===== src/rtl/inst_queue_pkg.sv =====
// Shared constants for the two-wide fetch-to-decode instruction queue.
package inst_queue_pkg;

    localparam int IQ_WIDTH = 16;
    localparam int IQ_DEPTH = 8;
    localparam int IQ_PTR_W = $clog2(IQ_DEPTH);

    // Decode substitutes this word in any slot whose out_valid is low.
    localparam logic [IQ_WIDTH-1:0] IQ_NOP = 16'h0000;

    // Number of fetch slots accepted; slot 1 only counts behind a valid slot 0.
    function automatic logic [1:0] iq_slot_count(input logic v0, input logic v1);
        return {1'b0, v0} + {1'b0, v0 & v1};
    endfunction

endpackage


===== src/rtl/iq_entry.sv =====
// One queue storage entry: a word register with write enable and async clear.
module iq_entry #(
    parameter int WIDTH = 16
) (
    input  logic             clk,
    input  logic             clr,
    input  logic             we,
    input  logic [WIDTH-1:0] d,
    output logic [WIDTH-1:0] q
);

    // Hold the stored word, loading it only when the parent selects this entry.
    always_ff @(posedge clk or posedge clr) begin
        if (clr) begin
            q <= '0;
        end else if (we) begin
            q <= d;
        end
    end

endmodule


===== src/rtl/dual_issue_inst_queue.sv =====
// Two-wide circular instruction queue between fetch and decode.
// Reads are combinational from storage; writes become visible after the edge.
module dual_issue_inst_queue
    import inst_queue_pkg::*;
#(
    parameter  int WIDTH = IQ_WIDTH,
    parameter  int DEPTH = IQ_DEPTH,
    localparam int PTR_W = $clog2(DEPTH)
) (
    input  logic             clk,
    input  logic             clr,
    input  logic             flush,
    input  logic             in_valid0,
    input  logic             in_valid1,
    input  logic [WIDTH-1:0] in_data0,
    input  logic [WIDTH-1:0] in_data1,
    output logic             in_ready,
    output logic             out_valid0,
    output logic             out_valid1,
    output logic [WIDTH-1:0] out_data0,
    output logic [WIDTH-1:0] out_data1,
    input  logic             deq0,
    input  logic             deq1,
    output logic [PTR_W:0]   count
);

    localparam int CNT_W = PTR_W + 1;

    logic [PTR_W-1:0] wr_ptr_q, wr_ptr_d;
    logic [PTR_W-1:0] rd_ptr_q, rd_ptr_d;
    logic [CNT_W-1:0] count_q, count_d;

    logic [PTR_W-1:0] wr_ptr_p1;
    logic [PTR_W-1:0] rd_ptr_p1;

    logic             enq0, enq1;
    logic             deq0_ok, deq1_ok;
    logic [1:0]       n_enq, n_deq;

    logic             entry_we [DEPTH];
    logic [WIDTH-1:0] entry_d  [DEPTH];
    logic [WIDTH-1:0] mem_q    [DEPTH];

    assign wr_ptr_p1 = wr_ptr_q + PTR_W'(1);
    assign rd_ptr_p1 = rd_ptr_q + PTR_W'(1);

    // in_ready looks only at the registered count, so a full queue stays
    // closed even when decode drains in the same cycle.
    assign in_ready   = (count_q <= CNT_W'(DEPTH - 2));
    assign out_valid0 = (count_q != '0);
    assign out_valid1 = (count_q >= CNT_W'(2));
    assign out_data0  = mem_q[rd_ptr_q];
    assign out_data1  = mem_q[rd_ptr_p1];
    assign count      = count_q;

    // Flush discards whatever fetch presents in the same cycle.
    assign enq0  = in_ready && !flush && in_valid0;
    assign enq1  = enq0 && in_valid1;
    assign n_enq = flush ? 2'd0 : (in_ready ? iq_slot_count(in_valid0, in_valid1) : 2'd0);

    // Decode requests are clamped to what is actually present; deq1 alone is ignored.
    assign deq0_ok = deq0 && (count_q != '0);
    assign deq1_ok = deq0_ok && deq1 && (count_q >= CNT_W'(2));
    assign n_deq   = {1'b0, deq0_ok} + {1'b0, deq1_ok};

    // Decode slot 0 and slot 1 writes into per-entry enables; the two
    // target addresses are always distinct so at most one matches each entry.
    always_comb begin
        for (int i = 0; i < DEPTH; i++) begin
            entry_we[i] = 1'b0;
            entry_d[i]  = '0;
            if (enq0 && (wr_ptr_q == PTR_W'(i))) begin
                entry_we[i] = 1'b1;
                entry_d[i]  = in_data0;
            end else if (enq1 && (wr_ptr_p1 == PTR_W'(i))) begin
                entry_we[i] = 1'b1;
                entry_d[i]  = in_data1;
            end
        end
    end

    // Next-state pointer and occupancy arithmetic; flush overrides everything.
    always_comb begin
        wr_ptr_d = wr_ptr_q + PTR_W'(n_enq);
        rd_ptr_d = rd_ptr_q + PTR_W'(n_deq);
        count_d  = count_q + CNT_W'(n_enq) - CNT_W'(n_deq);
        if (flush) begin
            wr_ptr_d = '0;
            rd_ptr_d = '0;
            count_d  = '0;
        end
    end

    // Pointer and occupancy registers.
    always_ff @(posedge clk or posedge clr) begin
        if (clr) begin
            wr_ptr_q <= '0;
            rd_ptr_q <= '0;
            count_q  <= '0;
        end else begin
            wr_ptr_q <= wr_ptr_d;
            rd_ptr_q <= rd_ptr_d;
            count_q  <= count_d;
        end
    end

    for (genvar g = 0; g < DEPTH; g++) begin : g_entry
        iq_entry #(
            .WIDTH (WIDTH)
        ) u_entry (
            .clk (clk),
            .clr (clr),
            .we  (entry_we[g]),
            .d   (entry_d[g]),
            .q   (mem_q[g])
        );
    end

endmodule


===== config.mk =====
export PLATFORM = sky130hd
export DESIGN_NAME = dual_issue_inst_queue
export DESIGN_NICKNAME = d
export VERILOG_FILES = /design/src/rtl/inst_queue_pkg.sv /design/src/rtl/iq_entry.sv /design/src/rtl/dual_issue_inst_queue.sv
export SDC_FILE = /design/constraint.sdc
export NUM_CORES = 1
export LEC_CHECK = 0
export CAP_MARGIN = 5
export CELL_PAD_IN_SITES_DETAIL_PLACEMENT = 1
export CELL_PAD_IN_SITES_GLOBAL_PLACEMENT = 2
export CORE_MARGIN = 3
export CORE_UTILIZATION = 40
export CTS_CLUSTER_DIAMETER = 80
export DETAILED_ROUTE_END_ITERATION = 6
export GPL_ROUTABILITY_DRIVEN = 0
export PLACE_DENSITY_LB_ADDON = 0.1
export SLEW_MARGIN = 20
export SYNTH_ARGS = -nofsm -noshare
export SYNTH_HDL_FRONTEND = slang
export SYNTH_SLANG_ARGS = --single-unit

===== constraint.sdc =====
create_clock -name clk -period 5.8 [get_ports clk]
set_input_delay 1.16 -clock clk [delete_from_list [all_inputs] [get_ports clk]]
set_output_delay 1.16 -clock clk [all_outputs]
set_load 0.05 [all_outputs]

==> flow_summary.json, run 1 <==
{
  "critical_path_class": "flip-flop to output port",
  "die_x_um": 153,
  "startpoint_type": "flip-flop",
  "clock_latency_ns": 0.43,
  "drt_pass1_iterations": 5,
  "die_y_um": 153,
  "ys_warn_count": 0,
  "io_buffers": 77,
  "synth-seq-area-share_pct": 40.2,
  "critPathMaxFanout": 27,
  "required_ns": 4.64,
  "drc": 0,
  "status": "finished, final reports clean",
  "tns_ns": 0,
  "post_cts_resized": 0,
  "fin_nets": 817,
  "grt_pass1_vias": 7597,
  "hold_violations": 0,
  "fin_ws_ns": 0.748,
  "htreeDepth": 4,
  "first_iter_violations": 766,
  "skew_ns": 0.0167,
  "synth_nets": 795,
  "post_cts_buffers": 0,
  "ys_types": 56,
  "period_needed_ns": 5.05,
  "synth_seq_cells": 138,
  "max-cap-violations": 0,
  "syn_inst": 740,
  "hold_end": "g_entry[3].u_entry.q[3]",
  "slew_viol_final": 0,
  "num_rows": 52,
  "min_path_type": "flip-flop to flip-flop",
  "max_freq_mhz": 198,
  "hold_start": "g_entry[3].u_entry.q[3]",
  "grt_max_degree": 100,
  "die_area_um2": 23300,
  "critPathArrivalTime_ns": 3.89,
  "powerDensity_nw_per_um2": 596,
  "netlist_area_um2": 8590,
  "seq_area_um2": 3460,
  "clkTransAtPathRegs_ns": 0.06,
  "hold_depth": 1,
  "antenna_found_initial": 0,
  "start_util_pct": 41.5,
  "cts_buffers": 17,
  "clockBufferDepth": 2,
  "ir_worst_vdd_mv": 0.264,
  "timing.rr.end": "g_entry[4].u_entry.q[10]",
  "grt_pass1_wl_um": 49700,
  "overflow": 0,
  "clock-sinks": 138,
  "drt-wirelength-per-cell_um": 31.3,
  "antenna_left": 0,
  "synth-async-reset-ratio_pct": 100,
  "finalSetupViolCount": 0,
  "pre_cts_ws_ns": 1.17,
  "reg2reg_slack_ns": 2.31,
  "grtUsageTotal_pct": 28.2,
  "fill_cells": 2142,
  "leakagePower_nw": 4.09,
  "viasPerCell": 6.83,
  "cts-root-buf": "clkbuf_16",
  "syn_to_final_growth_pct": 18.4,
  "relSlewSlack_pct": 21.8,
  "io_pins": 78,
  "vias": 7134,
  "drt_wl_total_um": 32700,
  "multi_input_area_um2": 4660,
  "worst_pin_slew_ns": 1.17,
  "drive_gt1_share_pct": 23.2,
  "cts_tree": "built",
  "synth_enable_flop_cells": 0,
  "diodes": 0,
  "worstReg2RegStart": "wr_ptr_q[2]",
  "place_hpwl_um": 20000,
  "reg2reg_depth": 6,
  "cts_hold_buf": 0,
  "avgSynthCellArea_um2": 11.6,
  "crit_path_end_kind": "output port",
  "rsz0062_at_grt": "false",
  "synth_flop_cell": "dfrtp_1",
  "min_period_over_period_pct": 87.1,
  "core_um2": 20700
}
-- through the flow --
stage / hold WS [ns] / total power [mW] / util (%) / cells / instance area (um2)
floorplan: 0.467 / 3.86 / - / 740 / 8590
global placement: 0.487 / 4.77 / 46.0 / 1012 / 9510
detailed placement: 0.503 / 4.83 / 46.0 / 1012 / 9510
CTS: 0.521 / 6.07 / 49.1 / 1044 / 10200
global route: 0.532 / 6.32 / 49.2 / 1045 / 10200
finish: 0.520 / 6.06 / 49.2 / 1045 / 10200
-- Yosys cell counts (6+ instances only) --
| cell | count | area [um2] |
|---|---|---|
| inv_1 | 32 | 120 |
| mux2_2 | 32 | 360 |
| ha_1 | 12 | 150 |
| nor2_1 | 27 | 101 |
| a2bb2oi_2 | 7 | 105 |
| o22ai_1 | 63 | 394 |
| a22oi_1 | 35 | 263 |
| a21oi_1 | 6 | 30.0 |
| buf_2 | 26 | 130 |
| a2bb2oi_1 | 38 | 333 |
| nand2_1 | 26 | 97.6 |
| nor3_1 | 16 | 80.1 |
| o2bb2ai_1 | 15 | 131 |
| buf_4 | 6 | 45.0 |
| and2_1 | 18 | 113 |
| nand3_1 | 20 | 100 |
| a221o_1 | 15 | 150 |
| buf_1 | 23 | 86.3 |
| dfrtp_1 | 138 | 3450 |
| nor2b_1 | 9 | 56.3 |
| clkbuf_1 | 38 | 143 |
| a222oi_1 | 15 | 150 |
| mux4_2 | 64 | 1440 |
-- cell type report --
cell class,instances,area share (%)
multi-input combinational,471,45.8
inverter,34,1.30
clock inverter,13,1.96
clock buffer,19,4.35
tap,270,3.32
sequential,138,34.0
timing repair buffer,100,9.31
-- report_power, final --
group	total [mW]	switching, mW	leakage, nW	internal, mW
registers	1.57	0.320	1.75	1.25
logic	3.27	1.84	2.03	1.43
clock network	1.22	0.449	0.312	0.771
-- layout by cell type, fill, tap and decap left out, types with 2 or more instances in the layout --
cell,instances
a2bb2oi_2,7
inv_1,31
nand2_1,26
nor4_4,8
nand4b_1,3
ha_1,12
a222oi_1,15
bufinv_16,5
dfrtp_1,136
a21oi_1,6
and2_1,18
clkinv_2,5
o21ai_0,2
nand2b_1,4
clkinv_1,2
a221o_1,15
nor2_1,27
clkinvlp_4,2
a2bb2oi_1,38
nor2b_1,9
nand3_1,20
and3_1,2
xor2_1,2
nor3_1,15
mux4_2,64
clkbuf_16,17
nand4_1,4
clkdlybuf4s50_1,77
o22ai_1,63
mux2_2,32
a22oi_1,35
xnor2_1,2
or2_2,2
fa_1,4
o2bb2ai_1,15
buf_4,22
-- worst max-delay path by stage --
stage	start	endpoint	slack, ns	cells after the start
global placement	rd_ptr_q[0]	out_data1[2]	1.22	5
CTS	rd_ptr_q[0]	out_data1[2]	0.71	5
finish	rd_ptr_q[0]	out_data1[2]	0.75	5
detailed placement	rd_ptr_q[0]	out_data1[2]	1.17	5
global route	rd_ptr_q[0]	out_data1[2]	0.58	5
floorplan	clr	count[0]	0.94	1
-- logic make-up (layout without fill, tap and decap cells) --
group / Yosys count / count (layout) / synth area share (%)
AND/OR/NAND/NOR: 151 / 151 / 10.2
AO/OA/AOI/OAI: 203 / 203 / 19.0
adder cells (fa/ha/maj): 16 / 16 / 2.68
buffers and inverters: 131 / 166 / 6.49
multiplexers: 96 / 96 / 21.0
XOR/XNOR: 5 / 5 / 0.510
flip-flops: 138 / 138 / 40.2
-- per-layer routing --
metal	routed length (um)	GRT usage [%]	up-vias	share of wire, %
li1	-	-	2943	-
met1	13800	39.5	3786	42
met2	15300	43.4	365	47
met3	2920	7.38	40	8.9
met4	739	8.78	0	2.3
met5	0	0	-	0
-- flip-flops by register name, summed over array words and instances (netlist names) --
register / cells
g_entry.u_entry.q: 128
count: 4
rd_ptr_q: 3
wr_ptr_q: 3
-- worst max-delay path: stages, from the launching register on --
cell	delay, ns
dfrtp_4	0.67
ha_1	1.05
buf_4	0.37
mux4_2	0.33
mux2_2	0.29
clkdlybuf4s50_1	0.73
Power figures use the tool's default switching activity.
==> run 2: changes to the inputs <==
--- a/config.mk
+++ b/config.mk
@@ -8,6 +8,7 @@
 export CAP_MARGIN = 5
 export CELL_PAD_IN_SITES_DETAIL_PLACEMENT = 1
 export CELL_PAD_IN_SITES_GLOBAL_PLACEMENT = 2
+export CORE_ASPECT_RATIO = 1.75
 export CORE_MARGIN = 3
 export CORE_UTILIZATION = 40
 export CTS_CLUSTER_DIAMETER = 80
==> flow_summary.json, run 2 (same netlist as run 1, synthesis figures left out) <==
{
  "die_area_um2": 23400,
  "period_needed_ns": 4.71,
  "io_pins": 78,
  "slowest_delay_ns": 0.74,
  "worst_pin_slew_ns": 1.20,
  "clockBufferDepth": 2,
  "grt_pass1_wl_um": 50800,
  "min_path_type": "flip-flop to flip-flop",
  "cts_tree": "built",
  "viasPerCell": 7.01,
  "drive_gt1_share_pct": 23.1,
  "cts_hold_buf": 0,
  "grtUsageTotal_pct": 30.2,
  "required_ns": 4.64,
  "grt_max_degree": 99,
  "fill_cells": 2188,
  "hold_slack_ns": 0.518,
  "finalSetupViolCount": 0,
  "num_rows": 70,
  "max_freq_mhz": 212,
  "io_buffers": 77,
  "die_y_um": 200,
  "core_um2": 21000,
  "rsz0062_at_grt": "false",
  "tns_ns": 0,
  "critical_path_class": "flip-flop to output port",
  "critPathMaxFanout": 49,
  "cts_buffers": 17,
  "fin_util_pct": 48.0,
  "grt_pass1_vias": 7864,
  "antenna_found_initial": 1,
  "fin_nets": 817,
  "post_cts_resized": 0,
  "vias": 7210,
  "clock_latency_ns": 0.43,
  "syn_to_final_growth_pct": 17.3,
  "slew_viol_final": 0,
  "antenna_left": 0,
  "status": "finished, final reports clean",
  "final_cell_mix": "dfrtp_1, clkdlybuf4s50_1, mux4_2",
  "overflow": 0,
  "critPathArrivalTime_ns": 3.55,
  "hold_violations": 0,
  "crit_slowest_cell": "buf_4",
  "skew_ns": 0.00860,
  "leakagePower_nw": 4.05,
  "htreeDepth": 4,
  "largest_reg_flops": 128,
  "max-cap-violations": 0,
  "cp_cell_sequence": "buf_4 > mux4_2 > mux2_2 > clkdlybuf4s50_1",
  "first_iter_violations": 622,
  "drt_wl_total_um": 34300,
  "ir_worst_vdd_mv": 0.333,
  "drt_pass1_iterations": 7,
  "clkTransAtPathRegs_ns": 0.06,
  "min_period_over_period_pct": 81.3,
  "clock-sinks": 138,
  "cts-root-buf": "clkbuf_16",
  "post_cts_buffers": 0,
  "crit_path_end_kind": "output port",
  "startpoint_type": "flip-flop",
  "relSlewSlack_pct": 19.4,
  "drc": 0,
  "place_hpwl_um": 21500,
  "die_x_um": 117,
  "drt-wirelength-per-cell_um": 33.3,
  "layout_commonest_cell": "dfrtp_1",
  "powerDensity_nw_per_um2": 594,
  "start_util_pct": 40.9,
  "top_register": "g_entry.u_entry.q"
}
run 2: path summary, 6_finish.rpt:
kind,start,end,slack (ns),cells after the start
min in group asynchronous,clr,g_entry[4].u_entry.q[3],1.31,2
worst max register to register,wr_ptr_q[2],g_entry[4].u_entry.q[12],2.31,6
worst max-delay path,rd_ptr_q[0],out_data0[10],1.09,4
worst min-delay path,g_entry[3].u_entry.q[14],g_entry[3].u_entry.q[14],0.52,1
max in group asynchronous,clr,g_entry[7].u_entry.q[5],3.29,3
worst min register to register,g_entry[3].u_entry.q[14],g_entry[3].u_entry.q[14],0.52,1
run 2: per-stage QoR:
stage	instances	area [um2]	power [mW]	setup slack [ns]
6_report	1028	10100	5.99	1.09
5_1_grt	1028	10100	6.25	0.920
4_1_cts	1025	10100	6.04	1.05
3_5_place_dp	993	9490	4.95	1.52
3_3_place_gp	993	9490	4.87	1.57
2_1_floorplan	740	8590	3.86	0.944
run 2: power by group:
part	leakage, nW	total (mW)	internal [mW]	switching, mW
logic	2.03	3.38	1.43	1.95
registers	1.75	1.55	1.26	0.294
clock network	0.273	1.06	0.619	0.440
total	4.05	5.99	3.30	2.68
run 2: critical path, delay by kind of cell (launching register included):
family                 cells  cell delay, ns
buffers and inverters      2            1.47
DFF                        1            0.63
muxes                      2            0.95
run 2: cell type report:
type	instances	area, um2	area share (%)
clock buffer	20	467	4.63
tap	252	315	3.13
timing repair buffer	100	951	9.43
multi-input combinational	471	4650	46.2
clock inverter	12	98.8	0.981
antenna	1	2.50	0.0248
inverter	34	133	1.32
sequential	138	3460	34.3
run 2: metal layers:
layer	wire length (um)	up-vias	global-route usage, %
met1	12500	3802	35.4
met2	17800	349	51.4
met3	2230	110	5.70
met5	0	-	0
li1	-	2949	-
met4	1710	0	16.9
==> run 3: changes to the inputs <==
==> constraint.sdc (replaced) <==
create_clock -name clk -period 4.45 [get_ports clk]
set_input_delay 0.89 -clock clk [delete_from_list [all_inputs] [get_ports clk]]
set_output_delay 0.89 -clock clk [all_outputs]
set_load 0.05 [all_outputs]
==> flow_summary.json, run 3 (same netlist as run 1, synthesis figures left out) <==
{
  "drt-wirelength-per-cell_um": 33.5,
  "die_area_um2": 23400,
  "seq_area_um2": 3460,
  "multi_input_area_um2": 4640,
  "worst_pin_slew_ns": 1.15,
  "crit_path_end_kind": "output port",
  "slew_viol_final": 0,
  "critPathLaunch": "rd_ptr_q[0]",
  "p_total_mw": 8.04,
  "grt_pass1_wl_um": 51700,
  "fin_ws_ns": 0.478,
  "cts_buffers": 17,
  "tns_ns": 0,
  "num_rows": 70,
  "rsz0062_at_grt": "false",
  "die_x_um": 117,
  "first_iter_violations": 725,
  "overflow": 0,
  "antenna_found_initial": 1,
  "critPathMaxFanout": 24,
  "hold_violations": 0,
  "htreeDepth": 4,
  "worstReg2RegStart": "wr_ptr_q[2]",
  "cp-endpoint": "out_data0[4]",
  "cts_tree": "built",
  "combPwrFrac_pct": 54.2,
  "p_clk_share_pct": 20.0,
  "placedCellCount": 1004,
  "fin_nets": 826,
  "drt_wl_total_um": 34700,
  "reg2reg_slack_ns": 1.05,
  "io_buffers": 77,
  "max-cap-violations": 0,
  "power_frac_seq_pct": 25.8,
  "period_needed_ns": 3.97,
  "grtUsageTotal_pct": 30.7,
  "syn_to_final_growth_pct": 19.2,
  "skew_ns": 0.00576,
  "pre_cts_ws_ns": 0.851,
  "clock_latency_ns": 0.44,
  "hold_slack_ns": 0.516,
  "timing.rr.end": "g_entry[4].u_entry.q[13]",
  "relSlewSlack_pct": 23.4,
  "cts-root-buf": "clkbuf_16",
  "ir_worst_vdd_mv": 0.410,
  "viasPerCell": 6.97,
  "critical_path_class": "flip-flop to output port",
  "final_cell_mix": "dfrtp_1, mux4_2, o22ai_1",
  "max_freq_mhz": 252,
  "drive_gt1_share_pct": 26.0,
  "internal_power_mw": 4.52,
  "p_switching_mw": 3.53,
  "grt_pass1_vias": 7877,
  "post_cts_resized": 0,
  "post_cts_buffers": 0,
  "reg2reg_depth": 6,
  "clockBufferDepth": 2,
  "clkTransAtPathRegs_ns": 0.06,
  "final_cells": 1037,
  "required_ns": 3.56,
  "leakagePower_nw": 4.16,
  "io_pins": 78,
  "min_period_over_period_pct": 89.3,
  "powerDensity_nw_per_um2": 785,
  "startpoint_type": "flip-flop",
  "cts_hold_buf": 0,
  "antenna_left": 0,
  "fill_cells": 2186,
  "critPathArrivalTime_ns": 3.08,
  "top_register": "g_entry.u_entry.q",
  "largest_reg_flops": 128,
  "finalSetupViolCount": 0,
  "p_sw_share_pct": 43.8,
  "status": "finished, final reports clean",
  "drc": 0,
  "die_y_um": 200,
  "vias": 7231,
  "grt_max_degree": 85,
  "start_util_pct": 40.9,
  "core_um2": 21000,
  "min_path_type": "flip-flop to flip-flop",
  "layout_commonest_cell": "dfrtp_1",
  "place_hpwl_um": 22500,
  "drt_pass1_iterations": 7,
  "clock-sinks": 138
}
## run 3: cell count changes in the layout (fill, tap and decap cells not counted), sizes merged
cell,delta
buf,+25
clkdlybuf4s50,-16
bufinv,+4
clkinv,-4
clkbuf,+1
inv,-1
## run 3: cell type report
| cell class | count | area share, % |
|---|---|---|
| Antenna cell | 1 | 0.0244 |
| Clock buffer | 21 | 4.59 |
| Clock inverter | 11 | 1.87 |
| Inverter | 34 | 1.28 |
| Multi-Input combinational cell | 471 | 45.3 |
| Sequential cell | 138 | 33.8 |
| Tap cell | 252 | 3.08 |
| Timing Repair Buffer | 109 | 10.1 |
## run 3: per-layer routing
layer | track usage (%) | routed length (um) | vias to the layer above
li1 | - | - | 2956
met1 | 37.6 | 12700 | 3786
met2 | 50.9 | 17600 | 400
met3 | 6.03 | 2650 | 89
met4 | 16.1 | 1750 | 0
met5 | 0 | 0 | -
## run 3: worst max-delay path: stages (launching register included)
cell and delay, ns:
dfrtp_4 0.70, buf_4 0.37, mux4_2 0.55, mux2_2 0.27
clkdlybuf4s50_1 0.73
## run 3: metrics by stage
step,util [%],instance area (um2)
floorplan,-,8600
global route,48.7,10200
CTS,48.7,10200
detailed placement,45.6,9580
finish,48.7,10200
global placement,45.6,9580
## run 3: how the worst min path moves through the flow
stage                                  start                       end  slack [ns]  cells past startpoint
floorplan            g_entry[3].u_entry.q[0]   g_entry[3].u_entry.q[0]        0.47                      1
global placement     g_entry[3].u_entry.q[0]   g_entry[3].u_entry.q[0]        0.48                      1
detailed placement  g_entry[3].u_entry.q[14]  g_entry[3].u_entry.q[14]        0.50                      1
CTS                 g_entry[3].u_entry.q[14]  g_entry[3].u_entry.q[14]        0.52                      1
global route         g_entry[4].u_entry.q[5]   g_entry[4].u_entry.q[5]        0.55                      2
finish              g_entry[3].u_entry.q[10]  g_entry[3].u_entry.q[10]        0.52                      1
## run 3: power by group through the flow
stage	registers, mW	logic (mW)	clock network, mW
floorplan	1.89	3.14	0
detailed placement	2.08	4.36	0
finish	2.07	4.36	1.61
global route	2.13	4.58	1.69
CTS	2.07	4.39	1.64
global placement	2.05	4.30	0
